==> src/rtl/row_feeder.sv <==
// row_feeder: west-edge FIFO and sequencer that streams kernel-load and execute words into one MAC-array row.
module row_feeder #(
    parameter int bw      = 4,
    parameter int col     = 8,
    parameter int depth   = 16,
    parameter int inst_bw = 2
) (
    input  logic               clk,
    input  logic               reset,
    input  logic               wr,
    input  logic [bw-1:0]      in_data,
    output logic               full,
    output logic               empty,
    input  logic               start_load,
    input  logic               start_exec,
    input  logic [7:0]         exec_len,
    output logic [bw-1:0]      out_w,
    output logic [inst_bw-1:0] inst_w,
    output logic               busy,
    output logic               done
);
    localparam int aw = $clog2(depth);
    localparam logic [2:0] idle  = 3'd0;
    localparam logic [2:0] load  = 3'd1;
    localparam logic [2:0] exec  = 3'd2;
    localparam logic [2:0] drain = 3'd3;
    localparam logic [2:0] fin   = 3'd4;

    logic [2:0]    state, state_n;
    logic [bw-1:0] mem [depth];
    logic [aw-1:0] rd_ptr, wr_ptr;
    logic [aw:0]   count;
    logic [7:0]    remain;
    logic          pop, push;

    assign empty = count == '0;
    assign full  = count == (aw+1)'(depth);
    assign busy  = state != idle;
    assign pop   = (state == load || state == exec) && !empty;
    // a full FIFO still takes a word when a pop frees a slot in the same cycle
    assign push  = wr && (!full || pop);

    always_comb begin
        state_n = state;
        case (state)
            idle:    state_n = start_load ? load : start_exec ? (exec_len == 8'd0 ? fin : exec) : idle;
            load:    state_n = (pop && remain == 8'd1) ? fin : load;
            exec:    state_n = (pop && remain == 8'd1) ? drain : exec;
            drain:   state_n = remain == 8'd1 ? fin : drain;
            default: state_n = idle;
        endcase
    end

    always_ff @(posedge clk) begin
        if (push) mem[wr_ptr] <= in_data;
    end

    always_ff @(posedge clk or negedge reset) begin
        if (!reset) begin
            state  <= idle;
            rd_ptr <= '0;
            wr_ptr <= '0;
            count  <= '0;
            remain <= '0;
            out_w  <= '0;
            inst_w <= '0;
            done   <= 1'b0;
        end else begin
            state  <= state_n;
            rd_ptr <= rd_ptr + aw'(pop);
            wr_ptr <= wr_ptr + aw'(push);
            count  <= count + (aw+1)'(push) - (aw+1)'(pop);
            // the drain counter reuses the word counter once execute finishes
            remain <= state == idle ? (start_load ? 8'(col) : exec_len)
                    : (state == exec && state_n == drain) ? 8'(col)
                    : (pop || state == drain) ? remain - 8'd1 : remain;
            out_w  <= pop ? mem[rd_ptr] : '0;
            inst_w <= inst_bw'({pop && state == exec, pop && state == load});
            done   <= state == fin;
        end
    end
endmodule

==> config.mk <==
export PLATFORM = sky130hd
export DESIGN_NAME = row_feeder
export DESIGN_NICKNAME = d
export VERILOG_FILES = /design/src/rtl/row_feeder.sv
export SDC_FILE = /design/constraint.sdc
export NUM_CORES = 1
export LEC_CHECK = 0
export BUFFER_PORTS_ARGS = -buffer_cell sky130_fd_sc_hd__buf_2
export CORE_UTILIZATION = 64
export DETAILED_ROUTE_END_ITERATION = 10
export GPL_TIMING_DRIVEN = 0
export PLACE_DENSITY = 0.8
export SYNTH_ARGS = -nofsm -noshare
export SYNTH_HDL_FRONTEND = slang
export SYNTH_SLANG_ARGS = --single-unit
export TNS_END_PERCENT = 50
==> constraint.sdc <==
create_clock -name clk -period 5.2 [get_ports clk]
set_input_delay 0.26 -clock clk [delete_from_list [all_inputs] [get_ports clk]]
set_output_delay 0.26 -clock clk [all_outputs]
set_load 0.02 [all_outputs]
# --- Yosys cells after proc, flatten, opt, wreduce, memory -nomap -nowiden ---
# Memory sizes are Yosys's and may differ from the RTL's.
# Index checks and enable logic that the tools add are counted.
classes:
  n_addsub: 5
  n_eq_ne: 7
  muxes: 14
  reduce_logical: 16
ops:
  columns: ["operator", "count"]
  rows:
  - ["8-bit 2-to-1 mux", 4]
  - ["3-bit 2-to-1 mux", 5]
  - ["3-bit case mux with 4 select lines", 1]
  - ["3-bit by 2-bit == test with 1-bit output, second input constant", 3]
  - ["4-bit by 1-bit adder with 4-bit output", 2]
  - ["8-bit by 1-bit == test with 1-bit output, second input constant", 1]
  - ["8-bit logical NOT", 1]
  - ["8-bit by 1-bit subtractor with 8-bit output, second input constant", 1]
  - ["1-bit logical AND", 6]
  - ["3-bit nonzero test", 2]
  - ["5-bit by 1-bit adder with 5-bit output", 1]
  - ["5-bit == test, second input constant", 1]
  - ["5-bit logical NOT", 1]
  - ["5-bit by 1-bit subtractor with 5-bit output", 1]
  - ["4-bit 2-to-1 mux", 1]
  - ["3-bit by 1-bit == test with 1-bit output, second input constant", 1]
  - ["3-bit == test, second input constant", 1]
  - ["3-bit logical NOT", 1]
  - ["1-bit logical OR", 3]
  - ["1-bit 2-to-1 mux", 3]
  - ["1-bit logical NOT", 2]
word_totals:
  reg_bits: 31
  mem_bits_rw: 64
  inputBits: 17
  out_inout_bits: 10
  mem_count: 1
mem_list:
  columns: ["memory", "words", "width", "rd", "rd_clocked_by_memory_dff", "write_ports", "line_no", "rtl"]
  rows:
  - ["mem", 16, 4, 1, 0, 1, "30", "logic [bw-1:0] mem [depth];"]

# --- Depth between registers and ports, before layout ---
depth:
  ltp_word: 10
  depth_mapped: 15
  ltp_nobuf: 14

# --- Least setup slack after synthesis ---
# No wires, ideal clock.
synth_path:
  path_type: "reg2reg"
  start: "reg count[2]"
  end: "reg count[4]"
  t_arrival_ps: 2556
  required_time_ps: 5120
  path_slack_ps: 2564
  path_stages_with_launch: 16
  path_cell_list: "dfrtp_1 > inv_1 > ha_1 > nor4b_4 > or3_1 > buf_2 > or2_1 > inv_2 > a21o_1 > ha_1 > inv_1 > fa_1 > inv_1 > a21oi_1 > o21bai_1 > xnor2_1"
synth_via:
  elab_chain_cells: 7
  word_cells_on_any_way: 9
  cone_classes: "add/sub (2); eq/ne (1); reduce/logical (6)"
synth_rtl:
  columns: ["element", "line_no", "rtl"]
  rows:
  - ["start: declaration", "32", "logic [aw:0] count;"]
  - ["start signal: assignment", "72", "count <= count + (aw+1)'(push) - (aw+1)'(pop);"]
  - ["5-bit logical NOT *", "36", "assign empty = count == '0;"]
  - ["named net empty", "13", "output logic empty,"]
  - ["1-bit logical NOT *", "39", "assign pop = (state == load || state == exec) && !empty;"]
  - ["1-bit logical AND *", "39", null]
  - ["1-bit logical OR", "41", "assign push = wr && (!full || pop);"]
  - ["1-bit logical AND", "41", null]
  - ["5-bit by 1-bit adder with 5-bit output", "72", null]
  - ["5-bit by 1-bit subtractor with 5-bit output *", "72", null]
# Mark *: on every way through the listed nets, which the timed path passes. The rest lies on a longest branch.
# A chain may end at the register's enable or synchronous reset.

# --- Final worst setup path ---
layout_path:
  start: "reg count[2]"
  end: "reg count[4]"
layout_via:
  elab_chain_cells: 7
  word_cells_on_any_way: 9
  cone_classes: "add/sub (2); eq/ne (1); reduce/logical (6)"
layout_rtl:
  columns: ["element", "line_no"]
  rows:
  - ["5-bit logical NOT", "36"]
  - ["1-bit logical NOT", "39"]
  - ["1-bit logical AND", "39"]
  - ["1-bit logical OR", "41"]
  - ["1-bit logical AND", "41"]
  - ["5-bit by 1-bit adder with 5-bit output", "72"]
  - ["5-bit by 1-bit subtractor with 5-bit output *", "72"]
# Every way passes the cells marked *; elsewhere a longest branch is shown, timed or not.

==> results.json <==
{
  "start_util": 0.663,
  "cp_num_buf_inv": 5,
  "cp_top_family": "adder cells",
  "die_w_um": 83.1,
  "critPathKind": "reg2reg",
  "power_density_nw_per_um2": 540,
  "grt.total_usage": 0.232,
  "finalNonFillerCells": 400,
  "drc": 0,
  "min_period_ns": 2.84,
  "post-route-period-util": 0.546,
  "dp_cells": 383,
  "yosysMostFrequentCell": "edfxtp_1",
  "hp-class": "in2reg",
  "dr.pass1.iters": 4,
  "grt_remaining_overflow": 0,
  "setup_viol": 0,
  "setup.worst_path.end_class": "register",
  "worst-slew-pin-transition_ns": 0.805,
  "cts.sinks": 95,
  "rsz0062_at_grt": "false",
  "cts_tree": "done",
  "synth_cell_types": 48,
  "max_freq_mhz": 352,
  "num_vias": 2442,
  "layout-drive-gt1-share": 0.226,
  "grt_pass1_wl_um": 12000,
  "critPathRequiredTime_ns": 5.48,
  "synthTopCellsByCount": "64 x edfxtp_1, 31 x dfrtp_1, 19 x nor2_1",
  "syn-num-nets": 309,
  "num_io_pins": 27,
  "power_w": 0.00250,
  "clk_path_buf_depth": 2,
  "synth_area_um2": 4210,
  "areaGrowthSynthToFinish_pct": 10.1,
  "start_kind": "register",
  "fillCellCount": 414,
  "core_area_um2": 6350,
  "worst-path-max-fanout": 9,
  "pre_cts_ws_ns": 2.36,
  "num_antenna_cells": 0,
  "synth_edf_count": 64,
  "netlist.area_leader.share": 0.456,
  "r2r_cells": 15,
  "skew_ns": 0.0115,
  "reg2reg_slack_ns": 2.36,
  "worstHoldStart": "exec_len[1]",
  "ctsRootBufferMaster": "clkbuf_8",
  "drv_cap": 0,
  "dp.final_hpwl_um": 5030,
  "synth_cells": 280,
  "cpMostUsedCell": "inv_1",
  "vdd_drop_max_mv": 0.299,
  "maxSlewHeadroom": 0.459,
  "utilization": 0.730,
  "grt_pass1_vias": 2352,
  "clk_pin_slew_ns": 0.10,
  "hold_violations": 0,
  "nets": 347,
  "r2r-end": "count[4]",
  "avgViaCountPerCell": 6.11,
  "rr_startpoint": "count[2]",
  "slowest_delay_ns": 0.39,
  "yosysWarnings": 0,
  "port_buffers": 26,
  "clkLatencyLatePin_ns": 0.36,
  "maxSlewViolCount": 0,
  "dieArea_um2": 6910,
  "path_cells": "inv_1, ha_1, nor4b_4, or3_1, buf_2, or2_1, inv_2, a21o_1, ha_1, inv_1, fa_1, inv_1, a21oi_1, o21bai_1, xnor2_1",
  "leakagePower_nw": 1.78,
  "yosys_register_bits": 95,
  "cpMaxStageDelayCell": "fa_1",
  "synth.area.top_cells": "edfxtp_1 46%, dfrtp_1 18%, mux4_2 8.6%, ha_1 3.3%, a211oi_1 1.8%",
  "post-cts-setup-buffers": 0,
  "ys.flop_type": "edfxtp_1",
  "crit_end": "count[4]",
  "status": "finished clean",
  "cts_max_level": 3,
  "std_cell_rows": 29,
  "setup_ws_ns": 2.36,
  "routed_wl_um": 7380,
  "grt_max_degree": 32,
  "first_iter_violations": 225,
  "fin_setup_tns_ns": 0,
  "antenna_found_initial": 0,
  "die_h_um": 83.1,
  "cp.depth": 15,
  "cts_inserted_buffers": 9,
  "final_antenna_net_count": 0,
  "synth_area_per_cell_um2": 15.0,
  "yosys.area.top_type": "edfxtp_1",
  "post_drt_wl_per_cell_um": 18.5,
  "startpoint": "count[2]",
  "gp_congestion": 0.797,
  "critPathArrivalTime_ns": 3.12,
  "yosysSeqAreaShare": 0.641,
  "async_flop_share": 0.326
}
flip-flops by register name (all words and copies together), names as in the netlist:
name / count
mem: 64
remain: 8
count: 5
out_w: 4
rd_ptr: 4
wr_ptr: 4
state: 3
inst_w: 2
done: 1
metal layers:
metal  vias to the layer above  track usage  part of all wire
met5                         -            0                 0
met4                         0       0.0705            0.0088
met3                         4       0.0507             0.038
met2                        53        0.349              0.49
met1                      1229        0.346              0.47
li1                       1156            -                 -
worst min-delay path by stage:
stage / end / cells after the start
after detailed placement: remain[5] / 1
after global placement: remain[4] / 1
after global routing: remain[6] / 3
after CTS: remain[0] / 3
final: remain[1] / 3
after floorplan: count[0] / 0
worst register-to-register path: cells and delay by family (launching register included):
family,cells,cell delay [ns]
DFF,1,0.36
adders and majority gates,3,0.75
xor gates and xnor gates,1,0.13
and+or+nand+nor,3,0.77
AOI/OAI and AO/OA,3,0.31
buffers and inverters,5,0.46
kinds of logic after synthesis:
logic type	after synthesis	synth area share
flops	95	0.641
xor+xnor	10	0.0208
buf+inv	27	0.0306
simple gates	73	0.0966
compound gates	40	0.0710
mux	22	0.100
fa+ha+maj	13	0.0401
cells in the final DEF, fill, tap and decap left out, types with 3 or more instances in the layout:
master / n
edfxtp_1: 64
buf_2: 30
inv_6: 3
or3_1: 3
ha_1: 11
nor2_1: 19
mux2i_1: 5
nand2b_1: 4
xor2_1: 5
clkbuf_1: 4
nor3_1: 9
a221oi_1: 5
inv_1: 13
nor4_1: 5
clkbuf_8: 10
a21oi_1: 8
nand2_1: 13
mux4_2: 16
nor2b_1: 4
dfrtp_1: 31
a21o_1: 3
xnor2_1: 5
a22o_1: 3
a211oi_1: 10
through the flow:
step                      hold slack (ns)  area, um^2
final                               0.162        4640
after CTS                           0.149        4640
after detailed placement            0.344        4440
after global placement              0.336        4440
after floorplan                   -0.0356        4210
after global routing                0.162        4640
layout make-up:
| cell class | instances | area, um^2 | share of cell area |
|---|---|---|---|
| Buffer | 13 | 76.3 | 0.0165 |
| Timing Repair Buffer | 27 | 140 | 0.0302 |
| Multi-Input combinational cell | 158 | 1380 | 0.299 |
| Clock buffer | 10 | 138 | 0.0297 |
| Clock inverter | 6 | 51.3 | 0.0111 |
| Tap cell | 77 | 96.3 | 0.0208 |
| Inverter | 14 | 52.6 | 0.0113 |
| Sequential cell | 95 | 2700 | 0.582 |
report_power, final:
group          switching [W]  total [W]  internal, W
Sequential          0.000102    0.00108     0.000978
Clock               0.000266   0.000461     0.000196
Combinational       0.000525   0.000964     0.000438
timing repair:
item | 4_1_cts | 5_1_grt
gates resized for setup | 0 | 0
hold endpoints to repair | 31 | 0
hold buffers | 1 | 0
No activity file was read; power rests on OpenSTA's default activity.
